$ cat config.mk
export PLATFORM = sky130hd
export DESIGN_NAME = vote_tally_arbiter
export DESIGN_NICKNAME = d
export VERILOG_FILES = /design/src/rtl/vote_pkg.sv /design/src/rtl/rr_arbiter.sv /design/src/rtl/vote_tally_arbiter.sv
export SDC_FILE = /design/constraint.sdc
export NUM_CORES = 1
export LEC_CHECK = 0
export CAP_MARGIN = 0
export CORE_MARGIN = 1.5
export CORE_UTILIZATION = 45
export DETAILED_ROUTE_END_ITERATION = 8
export PLACE_DENSITY = 0.75
export SLEW_MARGIN = 20
export SYNTH_ARGS = -nofsm -noshare
export SYNTH_HDL_FRONTEND = slang
export SYNTH_SLANG_ARGS = --single-unit
$ cat constraint.sdc
create_clock -name clk -period 1.9 [get_ports clk]
set_input_delay 0.475 -clock clk [delete_from_list [all_inputs] [get_ports clk]]
set_output_delay 0.475 -clock clk [all_outputs]
set_load 0.02 [all_outputs]
$ cat src/rtl/vote_pkg.sv
// Shared types and constants for the vote tally arbiter.
package vote_pkg;

  typedef enum logic [1:0] {
    StIdle   = 2'd0,
    StCommit = 2'd1,
    StAck    = 2'd2
  } vote_state_e;

  localparam logic CAND_RED  = 1'b0;
  localparam logic CAND_BLUE = 1'b1;

  localparam int unsigned DEFAULT_CNT_W = 16;

endpackage

$ cat src/rtl/rr_arbiter.sv
// Combinational round-robin picker: first eligible requester at or after the pointer.
module rr_arbiter #(
  parameter int unsigned N     = 4,
  parameter int unsigned IDX_W = 2
) (
  input  logic [N-1:0]     eligible,
  input  logic [IDX_W-1:0] pointer,
  output logic [IDX_W-1:0] winner,
  output logic             valid
);

  localparam logic [IDX_W:0] NumW = (IDX_W + 1)'(N);

  logic [IDX_W:0]   sum;
  logic [IDX_W-1:0] idx;

  always_comb begin
    winner = '0;
    valid  = 1'b0;
    sum    = '0;
    idx    = '0;
    for (int unsigned k = 0; k < N; k++) begin
      // Wrap pointer + k into 0..N-1 without a modulo operator.
      sum = {1'b0, pointer} + (IDX_W + 1)'(k);
      if (sum >= NumW) begin
        sum = sum - NumW;
      end
      idx = sum[IDX_W-1:0];
      if (!valid && eligible[idx]) begin
        winner = idx;
        valid  = 1'b1;
      end
    end
  end

endmodule

$ cat src/rtl/vote_tally_arbiter.sv
// Round-robin arbiter that commits one booth's vote at a time to shared saturating
// red/blue/total tallies and returns a one-cycle acknowledge.
module vote_tally_arbiter
  import vote_pkg::*;
#(
  parameter int unsigned NUM_BOOTHS = 4,
  parameter int unsigned CNT_W      = DEFAULT_CNT_W,
  parameter int unsigned ID_W       = $clog2(NUM_BOOTHS)
) (
  input  logic                  clk,
  input  logic                  reset,
  input  logic [NUM_BOOTHS-1:0] req,
  input  logic [NUM_BOOTHS-1:0] cand,
  input  logic                  freeze,
  output logic [NUM_BOOTHS-1:0] ack,
  output logic [ID_W-1:0]       grant_id,
  output logic                  busy,
  output logic [CNT_W-1:0]      count_r,
  output logic [CNT_W-1:0]      count_b,
  output logic [CNT_W-1:0]      count_t,
  output logic                  overflow
);

  localparam logic [CNT_W-1:0] CntMax  = '1;
  localparam logic [ID_W-1:0]  LastId  = ID_W'(NUM_BOOTHS - 1);

  vote_state_e           state_q;
  logic                  cand_q;
  logic [NUM_BOOTHS-1:0] wait_low_q;
  logic [ID_W-1:0]       ptr_q;
  logic [ID_W-1:0]       grant_q;
  logic [NUM_BOOTHS-1:0] ack_q;
  logic                  busy_q;
  logic [CNT_W-1:0]      cnt_r_q;
  logic [CNT_W-1:0]      cnt_b_q;
  logic [CNT_W-1:0]      cnt_t_q;
  logic                  ovf_q;

  logic [NUM_BOOTHS-1:0] eligible;
  logic [ID_W-1:0]       win_id;
  logic                  win_valid;
  logic [NUM_BOOTHS-1:0] grant_oh;
  logic [ID_W-1:0]       next_ptr;
  logic                  r_full;
  logic                  b_full;
  logic                  t_full;
  logic                  sel_full;

  assign eligible = req & ~wait_low_q;
  assign grant_oh = NUM_BOOTHS'(1) << grant_q;
  assign next_ptr = (grant_q == LastId) ? '0 : grant_q + ID_W'(1);
  assign r_full   = (cnt_r_q == CntMax);
  assign b_full   = (cnt_b_q == CntMax);
  assign t_full   = (cnt_t_q == CntMax);
  assign sel_full = (cand_q == CAND_RED) ? r_full : b_full;

  rr_arbiter #(
    .N     (NUM_BOOTHS),
    .IDX_W (ID_W)
  ) u_rr_arbiter (
    .eligible (eligible),
    .pointer  (ptr_q),
    .winner   (win_id),
    .valid    (win_valid)
  );

  always_ff @(posedge clk) begin
    if (reset) begin
      state_q    <= StIdle;
      cand_q     <= CAND_RED;
      wait_low_q <= '0;
      ptr_q      <= '0;
      grant_q    <= '0;
      ack_q      <= '0;
      busy_q     <= 1'b0;
      cnt_r_q    <= '0;
      cnt_b_q    <= '0;
      cnt_t_q    <= '0;
      ovf_q      <= 1'b0;
    end else begin
      // A low request always clears the hold-off, even on the commit edge.
      wait_low_q <= wait_low_q & req;
      case (state_q)
        StIdle: begin
          if (!freeze && win_valid) begin
            grant_q <= win_id;
            cand_q  <= cand[win_id];
            busy_q  <= 1'b1;
            state_q <= StCommit;
          end
        end
        StCommit: begin
          if (cand_q == CAND_RED) begin
            if (!r_full) cnt_r_q <= cnt_r_q + CNT_W'(1);
          end else begin
            if (!b_full) cnt_b_q <= cnt_b_q + CNT_W'(1);
          end
          if (!t_full) cnt_t_q <= cnt_t_q + CNT_W'(1);
          ovf_q      <= ovf_q | sel_full | t_full;
          ack_q      <= grant_oh;
          wait_low_q <= (wait_low_q | grant_oh) & req;
          ptr_q      <= next_ptr;
          state_q    <= StAck;
        end
        StAck: begin
          ack_q   <= '0;
          busy_q  <= 1'b0;
          state_q <= StIdle;
        end
        default: begin
          ack_q   <= '0;
          busy_q  <= 1'b0;
          state_q <= StIdle;
        end
      endcase
    end
  end

  assign ack      = ack_q;
  assign grant_id = grant_q;
  assign busy     = busy_q;
  assign count_r  = cnt_r_q;
  assign count_b  = cnt_b_q;
  assign count_t  = cnt_t_q;
  assign overflow = ovf_q;

endmodule

==> results of run 1 <==
-- area by class of cell --
type                            count  area share (%)
Clock buffer                       11            3.41
Clock inverter                      5            1.75
Inverter                           10           0.846
Multi-Input combinational cell    262            39.7
Sequential cell                    65            29.4
Tap cell                           77            2.17
Timing Repair Buffer              108            22.7
-- worst max-delay path: cells and delay by family --
| kind | cells | cell delay [ns] |
|---|---|---|
| compound gates | 3 | 0.62 |
| simple gates | 2 | 0.27 |
| buf+inv | 3 | 0.78 |
-- cell families (layout without fill, tap and decap cells) --
kind of cell,Yosys count,in the layout,synth area share (%)
buffers and inverters,25,134,3.38
muxes,7,7,2.42
adders and majority gates,7,7,2.92
xor gates and xnor gates,40,40,11.7
and+or+nand+nor,170,170,28.5
DFF,65,65,43.4
AOI/OAI and AO/OA,38,38,7.76
-- sequential cells by signal (all words and copies together), names as in the netlist --
| signal | count |
|---|---|
| count_b | 16 |
| count_r | 16 |
| count_t | 16 |
| ack | 4 |
| wait_low_q | 4 |
| grant_id | 2 |
| ptr_q | 2 |
| state_q | 2 |
| busy | 1 |
| cand_q | 1 |
| overflow | 1 |
-- path summary, 6_finish.rpt --
check	from	endpoint	slack, ns	cells past startpoint
max reg2reg	count_t[0]	count_t[15]	0.03	7
min	req[3]	wait_low_q[3]	0.44	2
min reg2reg	busy	busy	0.47	2
max	req[0]	cand_q	0.03	8
-- through the flow --
step           total power [mW]  setup TNS [ns]  cell area [um^2]  setup WS, ns  cells
3_5_place_dp               1.67           -1.19              3980        -0.526    518
3_3_place_gp               1.67          -0.872              3980        -0.417    518
6_report                   3.03               0              4440        0.0298    538
2_1_floorplan              1.56        -0.00406              3000      -0.00406    352
4_1_cts                    3.01        -0.00166              4250      -0.00166    534
5_1_grt                    3.13         -0.0795              4440       -0.0244    538
-- cells in the final DEF, fill, tap and decap left out, types with 3 or more instances in the layout --
| master | count |
|---|---|
| sky130_fd_sc_hd__dlygate4sd2_1 | 7 |
| sky130_fd_sc_hd__xor2_1 | 24 |
| sky130_fd_sc_hd__clkdlybuf4s50_1 | 41 |
| sky130_fd_sc_hd__or3_1 | 3 |
| sky130_fd_sc_hd__nand3_1 | 17 |
| sky130_fd_sc_hd__nor3b_1 | 5 |
| sky130_fd_sc_hd__o21ai_0 | 5 |
| sky130_fd_sc_hd__dlymetal6s2s_1 | 17 |
| sky130_fd_sc_hd__nor3_1 | 7 |
| sky130_fd_sc_hd__dfxtp_1 | 61 |
| sky130_fd_sc_hd__and3_1 | 3 |
| sky130_fd_sc_hd__inv_1 | 10 |
| sky130_fd_sc_hd__nor2_1 | 61 |
| sky130_fd_sc_hd__nor2b_4 | 3 |
| sky130_fd_sc_hd__nand2_1 | 23 |
| sky130_fd_sc_hd__o22ai_2 | 3 |
| sky130_fd_sc_hd__nand4_1 | 13 |
| sky130_fd_sc_hd__mux2i_1 | 5 |
| sky130_fd_sc_hd__clkbuf_8 | 11 |
| sky130_fd_sc_hd__ha_1 | 6 |
| sky130_fd_sc_hd__dfxtp_2 | 4 |
| sky130_fd_sc_hd__a211oi_1 | 3 |
| sky130_fd_sc_hd__nand2b_1 | 3 |
| sky130_fd_sc_hd__a21oi_1 | 16 |
| sky130_fd_sc_hd__buf_4 | 41 |
| sky130_fd_sc_hd__nor4_1 | 4 |
| sky130_fd_sc_hd__xnor2_1 | 15 |
| sky130_fd_sc_hd__and4_1 | 7 |
-- routing by layer --
metal  routed length (um)  part of all wire [%]
met1                 3550                    46
met2                 3670                    48
met3                  369                   4.8
met4                  108                   1.4
met5                    0                     0
-- power groups by stage --
stage	sequential, mW	combinational (mW)	clock [mW]
2_1_floorplan	1.45	0.113	0
3_3_place_gp	1.43	0.234	0
3_5_place_dp	1.43	0.238	0
4_1_cts	1.40	0.249	1.36
5_1_grt	1.41	0.296	1.42
6_report	1.41	0.278	1.35
-- what timing repair did --
action	CTS	global route
pin swaps	4	7
gates resized for setup	18	40
setup buffers	0	4
endpoints found under the hold margin	0	0
endpoints found under the setup margin	13	36
==> impl.org, run 1 <==
** Logic synthesis
- Post-synthesis instance total :: about 350
- Top cells by count, synth :: sky130_fd_sc_hd__dfxtp_1, sky130_fd_sc_hd__nor2_1, sky130_fd_sc_hd__xor2_1, sky130_fd_sc_hd__nand2_1
- The top cell type by area accounts for approximately 43% of the synthesized area.
- Syn_nets :: 370
- Of all flip-flops after synthesis, the portion carrying an async set or reset was 0%.
- For this run, the number of Yosys warnings is 0.
- Averaged over all synthesized cells, the footprint is around 8.5 um^2.
- Of the synthesized area, sequential elements account for between 40% and 50%.
- Total of flip-flops plus latches after synthesis :: 65
- Top flip-flop cell by instance count after synthesis :: sky130_fd_sc_hd__dfxtp_1
- Number of distinct library cell variants in the gate-level netlist after synthesis :: between 40 and 50
- Most used standard cell by instance count after synthesis :: sky130_fd_sc_hd__dfxtp_1
- Leading cell types by total area after synthesis :: sky130_fd_sc_hd__dfxtp_1, sky130_fd_sc_hd__nor2_1, sky130_fd_sc_hd__xor2_1
- Netlist area before placement :: around 3000 um^2
- Cell taking the most area after synthesis :: sky130_fd_sc_hd__dfxtp_1
- Counting flops with a built-in enable in the synthesized netlist gives 0.

** Timing
- Number of endpoints with negative hold slack in the final report :: 0
- Setup violations remaining at the end of the flow were counted as 0.
- Final hold analysis gives a worst-case slack of about 0.44 ns.
- Worst clock skew on the final layout :: approximately 0.010 ns
- Setup repair after global routing could not meet its margin everywhere.
- For this run, the top clock speed supported by timing is roughly 530 MHz.
- The number of slew-limit violations in the final report came to 0.
- At the pin with the least slew margin, the transition time is about 0.6 ns.
- Fin crit share :: 98.4%
- Measured against its own limit, the worst slew margin works out to between 50% and 60%.
- For the finished layout, the period the worst path requires is ~1.9 ns.

** Detailed routing
- DRT iter0 DRCs :: around 140
- Vias post-DR :: roughly 2,900
- The first detailed-routing pass took 4 iterations.
- After detailed routing, the total wire length is a little under 8000 um.
- Average wire length per cell after detail routing :: 14.3 um
- Number of remaining DRC errors :: 0
- In this run the remaining antenna-violating nets after routing total 0.
- Via density per instance :: between 5 and 6

** Clocking
- Total clock sinks :: 65
- Source-to-sink clock delay at the later pin of the worst-skew pair :: approximately 0.34 ns
- Clock slew seen by the registers of the worst setup and hold paths :: around 0.080 ns
- Clock root cell :: sky130_fd_sc_hd__clkbuf_8
- The number of hold buffers added after CTS was 0.
- Counting the buffers created by CTS gives 9.
- The H-tree was split into 3 levels.
- TritonCTS clock tree :: done
- Maximum count of clock buffers along a single path :: 2

** Power and ir drop
- In this run the power spent charging and discharging nets is ~710 uW.
- Cell internal power was estimated by the tool at between 2 and 2.5 mW.
- Share of total power consumed by net switching :: a little under a quarter
- Per report_power, the clock group accounts for between 40% and 50% of the total.
- Areal power density over the cells :: about 700 nW/um^2
- Sequential cells burn between 40% and 50% of the power.
- The share of total power dissipated in combinational logic is between 9 and 10%.
- IR Drop Worst-Case VDD :: around 0.54 mV
- In this run the static leakage power is ~1.9 nW.

** Placement
- GP Congestion :: 0.895
- Once detailed placement completed, the half-perimeter wirelength came to 5140 um.
- Number of buffer cells added on primary ports :: between 60 and 70

** Critical path
- Critical Path Start Type :: input pin
- Worst EP required :: 2.17 ns
- STA classifies the critical path endpoint as a register.
- The worst setup path is of the in2reg kind.
- The critical path goes through clkdlybuf4s50_1 > nor2b_4 > a211oi_1 > o32ai_2 > buf_4 > buf_4 > nand2_1 > o22ai_1.
- Cell type with the highest occurrence count on the critical path :: sky130_fd_sc_hd__buf_4
- Worst-path fanout max :: 3
- In this design, the stage delay of the slowest critical-path cell is around 0.52 ns.
- The slowest stage of the critical path belongs to the cell sky130_fd_sc_hd__clkdlybuf4s50_1.
- For the worst setup path, the data arrival time is between 2 and 2.5 ns.

** Cells and area
- Area taken by flip-flops and latches :: approximately 1300 um^2
- The repair_antennas step left the layout with diodes totalling 0.
- The filler cells instantiated in the layout total between 400 and 500.
- Area growth from synthesis to final layout :: 48.0%
- Multi-input gate area :: between 1500 and 2000 um^2
- Cells fill between 60 and 70% of the core in the end.
- NumNets Final :: ~470
- Fraction of final layout cells sized beyond drive strength 1 :: 20.2%

** Global routing
- Global route overflow :: 0
- Met1 usage in global routing :: around 28%
- Global routing used about 4.5% of the available met3 tracks.
- Global-route wire length before repair :: ~12,000 um
- Entering global routing, the biggest net connects 60 pins.
- Number of global-route vias before repair :: ~2,700
- The number of antenna violations at the first check in global routing is 0.
- Met2 layer usage reported by global route :: between 30% and 40%
- Most used routing layer in global routing :: met2
- All-layer global routing usage :: about a fifth

** Floorplan
- The initialized floorplan defines 29 standard-cell rows.
- Die width :: ~85 um
- Floorplan die area :: slightly above 7000 um^2
- 67 I/O pins were placed.
- Core region area :: about 6400 um^2
- Effective utilization at floorplan :: 47.0%
- In this run the vertical extent of the chip is 84.6 um.

** Run status
- Outcome :: finished clean

** Worst hold path
- Type of the most critical hold path :: in2reg

** Flow run
- Max-cap violations :: 0
(Power assumes the default switching activity.)
==> run 2, diff against run 1 <==
- CTS_BUF_LIST: unset -> sky130_fd_sc_hd__clkbuf_16
- SETUP_SLACK_MARGIN: unset -> 0.3
==> impl.org, run 2 (synthesis gave the netlist of run 1 again) <==
** Power and ir drop
- Switching pwr :: 760 uW
- The share of total power dissipated in the clock network is around 45%.
- Internal power comes to roughly 2.4 mW.
- Dividing total power by cell area gives a power density of 644 nW/um^2.
- IR Drop Worst-Case VDD :: roughly 0.6 mV
- Net switching is between 20 and 25% of the power.
- Proportion of power drawn by combinational gates :: between 10% and 20%
- Of the total power, registers draw around 45%.
- Static leakage :: 2.03 nW

** Placement
- Total half-perimeter wirelength after legalization and detailed placement :: between 5000 and 6000 um
- At the end of routability-driven placement, the weighted congestion stood at approximately 0.85.
- OpenSTA, run right after detailed placement, puts the worst setup slack at -0.271 ns.
- In this run the cell area measured after placement is between 4000 and 5000 um^2.
- Buffers placed on the I/O ports in this run total between 60 and 70.

** Global routing
- The first global-routing pass estimated 13,100 um of wire.
- All-layer global routing usage :: roughly 23%
- The via count of the first global-routing pass came to 2,817.
- Global routing finished with a remaining overflow of 0.
- Initial antenna violation count :: 0
- Largest net degree at the start of global routing :: 60

** Clocking
- Clock-pin slew was measured on the worst setup and hold paths at 0.05 ns.
- Clock latency on the worst-skew pair, taken at its later pin, is 0.33 ns.
- In this run, CTS created clock tree buffers numbering 9.
- Total clock sinks :: 65
- Maximum count of clock buffers along a single path :: 2
- Cts hold-fix bufs :: 0
- Clock root cell :: sky130_fd_sc_hd__clkbuf_16
- In this run the number of H-tree levels came out at 3.
- TritonCTS built the clock tree.

** Detailed routing
- Vias post-DR :: 3,007
- Detailed Route WL :: approximately 9000 um
- DRT iter0 DRCs :: 151
- Before antenna repair, the detailed router went through 4 iterations.
- Dividing the detail-routed via count by the number of cells gives between 5 and 6.
- In this run the remaining antenna-violating nets after routing total 0.
- Average wire length per cell after detail routing :: approximately 16 um
- Number of remaining DRC errors :: 0

** Timing
- The total count of hold-check failures in the final report was 0.
- Final worst slack :: -0.00167 ns
- Setup violations remaining at the end of the flow were counted as 1.
- After layout, the minimum clock period comes to 1.90 ns.
- Worst clock skew on the final layout :: between 0.009 and 0.01 ns
- Highest clock rate :: ~530 MHz
- RSZ-0062 raised after global routing :: yes
- Dividing the final minimum period by the clock period gives 100%.
- The number of slew-limit violations in the final report is 0.
- Hold_ws :: slightly above 0.4 ns
- Measured against its own limit, the worst slew margin works out to between 50% and 60%.
- Worst Tran Pin Value :: between 0.6 and 0.7 ns

** Critical path
- Capturing instance or port of the critical path :: count_b[15]
- Path type of the worst setup path :: reg2reg
- The critical path starts at state_q[1].
- Critical Path Start Type :: register
- Depth of the most critical reg-to-reg path :: 5
- For flop-to-flop paths, the worst setup slack is -0.002 ns.
- Critical path endpoint category :: register
- Arr. time, crit path :: roughly 2.1 ns
- Worst EP required :: 2.14 ns
- Origin of the critical flop-to-flop path :: state_q[1]
- The endpoint identified for the worst register-to-register timing path is count_b[15].
- Worst-path fanout max :: 8

** Run status
- Violated checks :: negative setup slack
- The run finished, with violations left.

** Flow run
- Max-cap violations :: 0

** Floorplan
- The initial utilization of the core area, before any placement, comes to 47.0%.
- Num rows :: 29
- The die covers about 7200 um^2.
- The floorplan step defined a core boundary enclosing roughly 6400 um^2.
- Vertical die dimension :: about 85 um
- Die width :: between 80 and 90 um
- Number of I/O pins :: 67

** Cells and area
- Diodes inserted :: 0
- Most frequent cells in the layout :: sky130_fd_sc_hd__nor2_1, sky130_fd_sc_hd__dlygate4sd2_1, sky130_fd_sc_hd__buf_4
- Summing all non-filler instances in the final layout gives an area of approximately 5000 um^2.
- The library cell used most frequently in the layout, excluding fill and tap cells, is sky130_fd_sc_hd__nor2_1.
- Fraction of final layout cells sized beyond drive strength 1 :: between 30% and 40%
- After the last flow step, the layout net total stands at 489.
- Area growth from synthesis to final layout :: 63.4%
- At the end of the flow the core is filled with cells to around three quarters.
- Total of fill cells in the finished design :: ~420

** Worst hold path
- The path class of the tightest hold or removal check is in2reg.
-- run 2: changes by cell type in the layout (fill, tap and decap cells not counted), moves of 7 or more --
cell | before | now
sky130_fd_sc_hd__buf_6 | 1 | 10
sky130_fd_sc_hd__clkbuf_16 | 0 | 9
sky130_fd_sc_hd__clkbuf_2 | 0 | 8
sky130_fd_sc_hd__clkbuf_8 | 11 | 0
sky130_fd_sc_hd__clkdlybuf4s15_1 | 0 | 7
sky130_fd_sc_hd__clkdlybuf4s50_1 | 41 | 4
sky130_fd_sc_hd__dfxtp_1 | 61 | 30
sky130_fd_sc_hd__dfxtp_2 | 4 | 27
sky130_fd_sc_hd__dfxtp_4 | 0 | 8
sky130_fd_sc_hd__dlygate4sd2_1 | 7 | 45
sky130_fd_sc_hd__dlymetal6s2s_1 | 17 | 1
sky130_fd_sc_hd__nor2_1 | 61 | 53
sky130_fd_sc_hd__nor2_4 | 1 | 9
-- run 2: worst min path at each step --
stage,start,endpoint,cells after the start
4_1_cts,busy,busy,2
3_3_place_gp,busy,busy,2
2_1_floorplan,ptr_q[1],ptr_q[1],2
5_1_grt,req[1],wait_low_q[1],2
6_report,req[1],wait_low_q[1],2
3_5_place_dp,busy,busy,2
-- run 2: stage by stage --
stage | power, mW | setup TNS, ns | cells
CTS | 3.12 | 0 | 542
detailed placement | 1.67 | -0.573 | 509
floorplan | 1.57 | 0 | 352
global route | 3.26 | -0.0830 | 553
finish | 3.15 | -0.00167 | 553
global placement | 1.67 | -0.461 | 509
-- run 2: power groups by stage --
stage	Clock [mW]	Combinational, mW	Sequential [mW]
after floorplan	0	0.125	1.44
after global placement	0	0.237	1.43
after detailed placement	0	0.242	1.43
after CTS	1.45	0.273	1.40
after global routing	1.51	0.343	1.40
final	1.43	0.323	1.40
-- run 2: metal layers --
layer / GRT usage (%) / vias up / part of all wire (%)
li1: - / 1453 / -
met1: 28.2 / 1449 / 42
met2: 37.7 / 87 / 51
met3: 5.11 / 18 / 4.7
met4: 10.6 / 0 / 2.2
met5: 0 / - / 0
-- run 2: critical path: stages (launching register included) --
cell                       delay (ns)
sky130_fd_sc_hd__dfxtp_2         0.32
sky130_fd_sc_hd__nand2b_4        0.14
sky130_fd_sc_hd__or3_4           0.40
sky130_fd_sc_hd__or3_4           0.47
sky130_fd_sc_hd__or3_4           0.35
sky130_fd_sc_hd__a21oi_1         0.15
-- run 2: layout make-up --
cell class | count | area [um^2] | share of cell area (%)
multi-input combinational | 263 | 2100 | 43.0
tap | 77 | 96.3 | 1.97
sequential | 65 | 1370 | 27.9
timing repair buffer | 122 | 1040 | 21.2
inverter | 10 | 37.5 | 0.766
clock buffer | 9 | 225 | 4.60
clock inverter | 7 | 31.3 | 0.638
-- run 2: timing repair --
item / in CTS / in global routing
endpoints found under the setup margin: 97 / 66
setup buffers: 16 / 11
pin swaps: 22 / 37
resized for setup: 106 / 86
cloned: 1 / 0
endpoints found under the hold margin: 0 / 0
==> run 3, diff against run 2 <==
- ABC_CLOCK_PERIOD_IN_PS: unset -> 1900
- CORE_MARGIN: 1.5 -> 3
==> impl.org, run 3 (synthesis gave the netlist of run 1 again) <==
** Timing
- Once routing completed, OpenROAD measured the worst setup slack at about 0.054 ns.
- Setup violations remaining at the end of the flow were counted as 0.
- Max-Slew Margin vs Limit :: 75.7%
- Hold_ws :: 0.422 ns
- After layout, the worst path uses 97.2% of the clock period.
- The total count of hold-check failures in the final report came to 0.
- At the pin with the least slew margin, the transition time is approximately 0.36 ns.
- Static timing analysis puts the maximum clock frequency at between 500 and 600 MHz.
- The worst path needs roughly 1.8 ns of the cycle, external delays included.
- Setup repair after global routing could not meet its margin everywhere.
- The number of slew-limit violations in the final report is 0.
- Worst clock skew on the final layout :: between 0.004 and 0.005 ns

** Floorplan
- The core region is 6390 um^2.
- Measured along the x axis, the die boundary spans between 80 and 90 um.
- Num rows :: 29
- Effective utilization at floorplan :: between 40% and 50%
- 67 I/O pins were placed.
- Vertical die dimension :: a little under 90 um
- The die covers approximately 7700 um^2.

** Cells and area
- After filler insertion, the fill cell instance count of the layout stands at ~450.
- The library cell used most frequently in the layout, excluding fill and tap cells, is sky130_fd_sc_hd__nor2_1.
- After the last flow step, the layout net total stands at 488.
- Most frequent cells in the layout :: sky130_fd_sc_hd__nor2_1, sky130_fd_sc_hd__buf_4, sky130_fd_sc_hd__dlygate4sd2_1
- After routing the design area is roughly 4800 um^2.
- The post-route netlist has ~36% of its cells at a drive strength greater than 1.
- For this run, the number of standard cells in the final layout without fillers is 551.
- 0 antenna diodes ended up in the layout.
- Relative to the synthesized area, the layout overhead comes to 59.2%.

** Clocking
- At the later pin of the worst-skew pair, clock insertion delay measures roughly 0.33 ns.
- Clock slew seen by the registers of the worst setup and hold paths :: approximately 0.050 ns
- Counting along the longest clock path gives a buffer depth of 2.
- Clock root cell :: sky130_fd_sc_hd__clkbuf_16
- CTS H-tree lvls :: 3
- The number of clock buffers added by TritonCTS is 9.
- Total clock sinks :: 65
- TritonCTS built the clock tree.

** Critical path
- The critical path is of the reg2reg type.
- Critical Path Start Type :: register
- Master of the slowest instance on the critical path :: sky130_fd_sc_hd__or3_4
- Critical path endpoint category :: register
- Critical-path cell list :: nand2b_4 > or3_4 > or3_4 > or3_4 > a21oi_2
- STA puts the critical path data arrival time at about 2.1 ns.
- Cell type with the highest occurrence count on the critical path :: sky130_fd_sc_hd__or3_4
- Critical path's largest stage delay :: approximately 0.45 ns
- Worst-path fanout max :: 8
- Worst EP required :: between 2 and 2.5 ns
- R2R Setup Slk :: between 0.05 and 0.06 ns

** Placement
- Inst Count DP :: 506
- After legalization and detailed placement, the total HPWL measured between 5000 and 6000 um.
- The count of buffers added on input and output ports is between 60 and 70.
- The congestion estimate from routability-driven global placement came to ~0.88.
- Summing all placed instances gives a cell area of 4010 um^2.
- Minimum setup slack after placement :: -0.263 ns

** Global routing
- Number of global-route vias before repair :: 2,882
- The number of antenna violations at the first check in global routing came to 0.
- After global routing the overflow that remains totals 0.
- The first global-routing pass estimated ~13,000 um of wire.
- Entering global routing, the biggest net connects 34 pins.
- Global routing consumed, over all layers together, 21.2% of the routing resources.

** Power and ir drop
- Summed over all cells, the static leakage comes to 2.00 nW.
- IR Drop Worst-Case VDD :: approximately 0.5 mV
- Areal power density over the cells :: approximately 670 nW/um^2

** Detailed routing
- Using the TritonRoute via totals, the vias-per-cell ratio works out to about 5.5.
- Average wire length per cell after detail routing :: 15.6 um
- Before antenna repair, the detailed router went through 4 iterations.
- Number of remaining DRC errors :: 0
- The routed design has roughly 8600 um of wire.
- Vias post-DR :: roughly 3,000
- In this run, the number of DRC markers left after iteration 0 of detailed routing was 144.
- Post-route ant nets :: 0

** Flow run
- Across the run, the number of max-cap violations was 0.

** Run status
- Outcome :: finished clean

** Worst hold path
- In this run the worst hold path is classified as in2reg.
## run 3: path summary, 6_finish.rpt
| check | from | endpoint | cells past startpoint |
|---|---|---|---|
| worst min register to register | count_b[13] | count_b[13] | 2 |
| worst min-delay path | req[1] | wait_low_q[1] | 2 |
| worst max register to register | state_q[1] | count_b[15] | 5 |
| worst max-delay path | state_q[1] | count_b[15] | 5 |
## run 3: through the flow
step           setup TNS [ns]  power [mW]  util [%]
6_report                    0        3.18      74.8
5_1_grt               -0.0155        3.28      74.8
4_1_cts                     0        3.17      69.7
3_5_place_dp           -0.530        1.67      62.9
3_3_place_gp           -0.427        1.67      62.9
2_1_floorplan               0        1.57         -
## run 3: final cells by class
type | count | area (um^2) | share of cell area (%)
Sequential cell | 65 | 1370 | 28.7
Clock buffer | 10 | 250 | 5.24
Tap cell | 77 | 96.3 | 2.02
Multi-Input combinational cell | 262 | 1990 | 41.8
Inverter | 10 | 37.5 | 0.786
Clock inverter | 5 | 20.0 | 0.419
Timing Repair Buffer | 122 | 1000 | 21.0
## run 3: power by group
part | total, mW | internal, mW | leakage, nW | switching [mW]
combinational | 0.292 | 0.143 | 1.32 | 0.149
sequential | 1.40 | 1.37 | 0.545 | 0.0255
clock | 1.49 | 0.932 | 0.133 | 0.555
## run 3: metal layers
layer	track usage (%)	wire (um)	vias to the layer above
met2	34.2	4240	90
met1	27.6	3730	1435
li1	-	-	1456
met4	8.93	209	0
met5	0	0	-
met3	4.42	404	24
## run 3: timing repair
item                       4_1_cts  5_1_grt
gates resized for setup         92       69
pin swaps                       20       28
hold endpoints to repair         0        0
setup endpoints to repair       86       59
hold buffers                     0        0
setup buffers                   13       17
## run 3: worst max-delay path: cells and delay by family (launching register included)
kind               cells  cell delay (ns)
and+or+nand+nor        4             1.33
DFF                    1             0.31
AOI/OAI and AO/OA      1             0.13
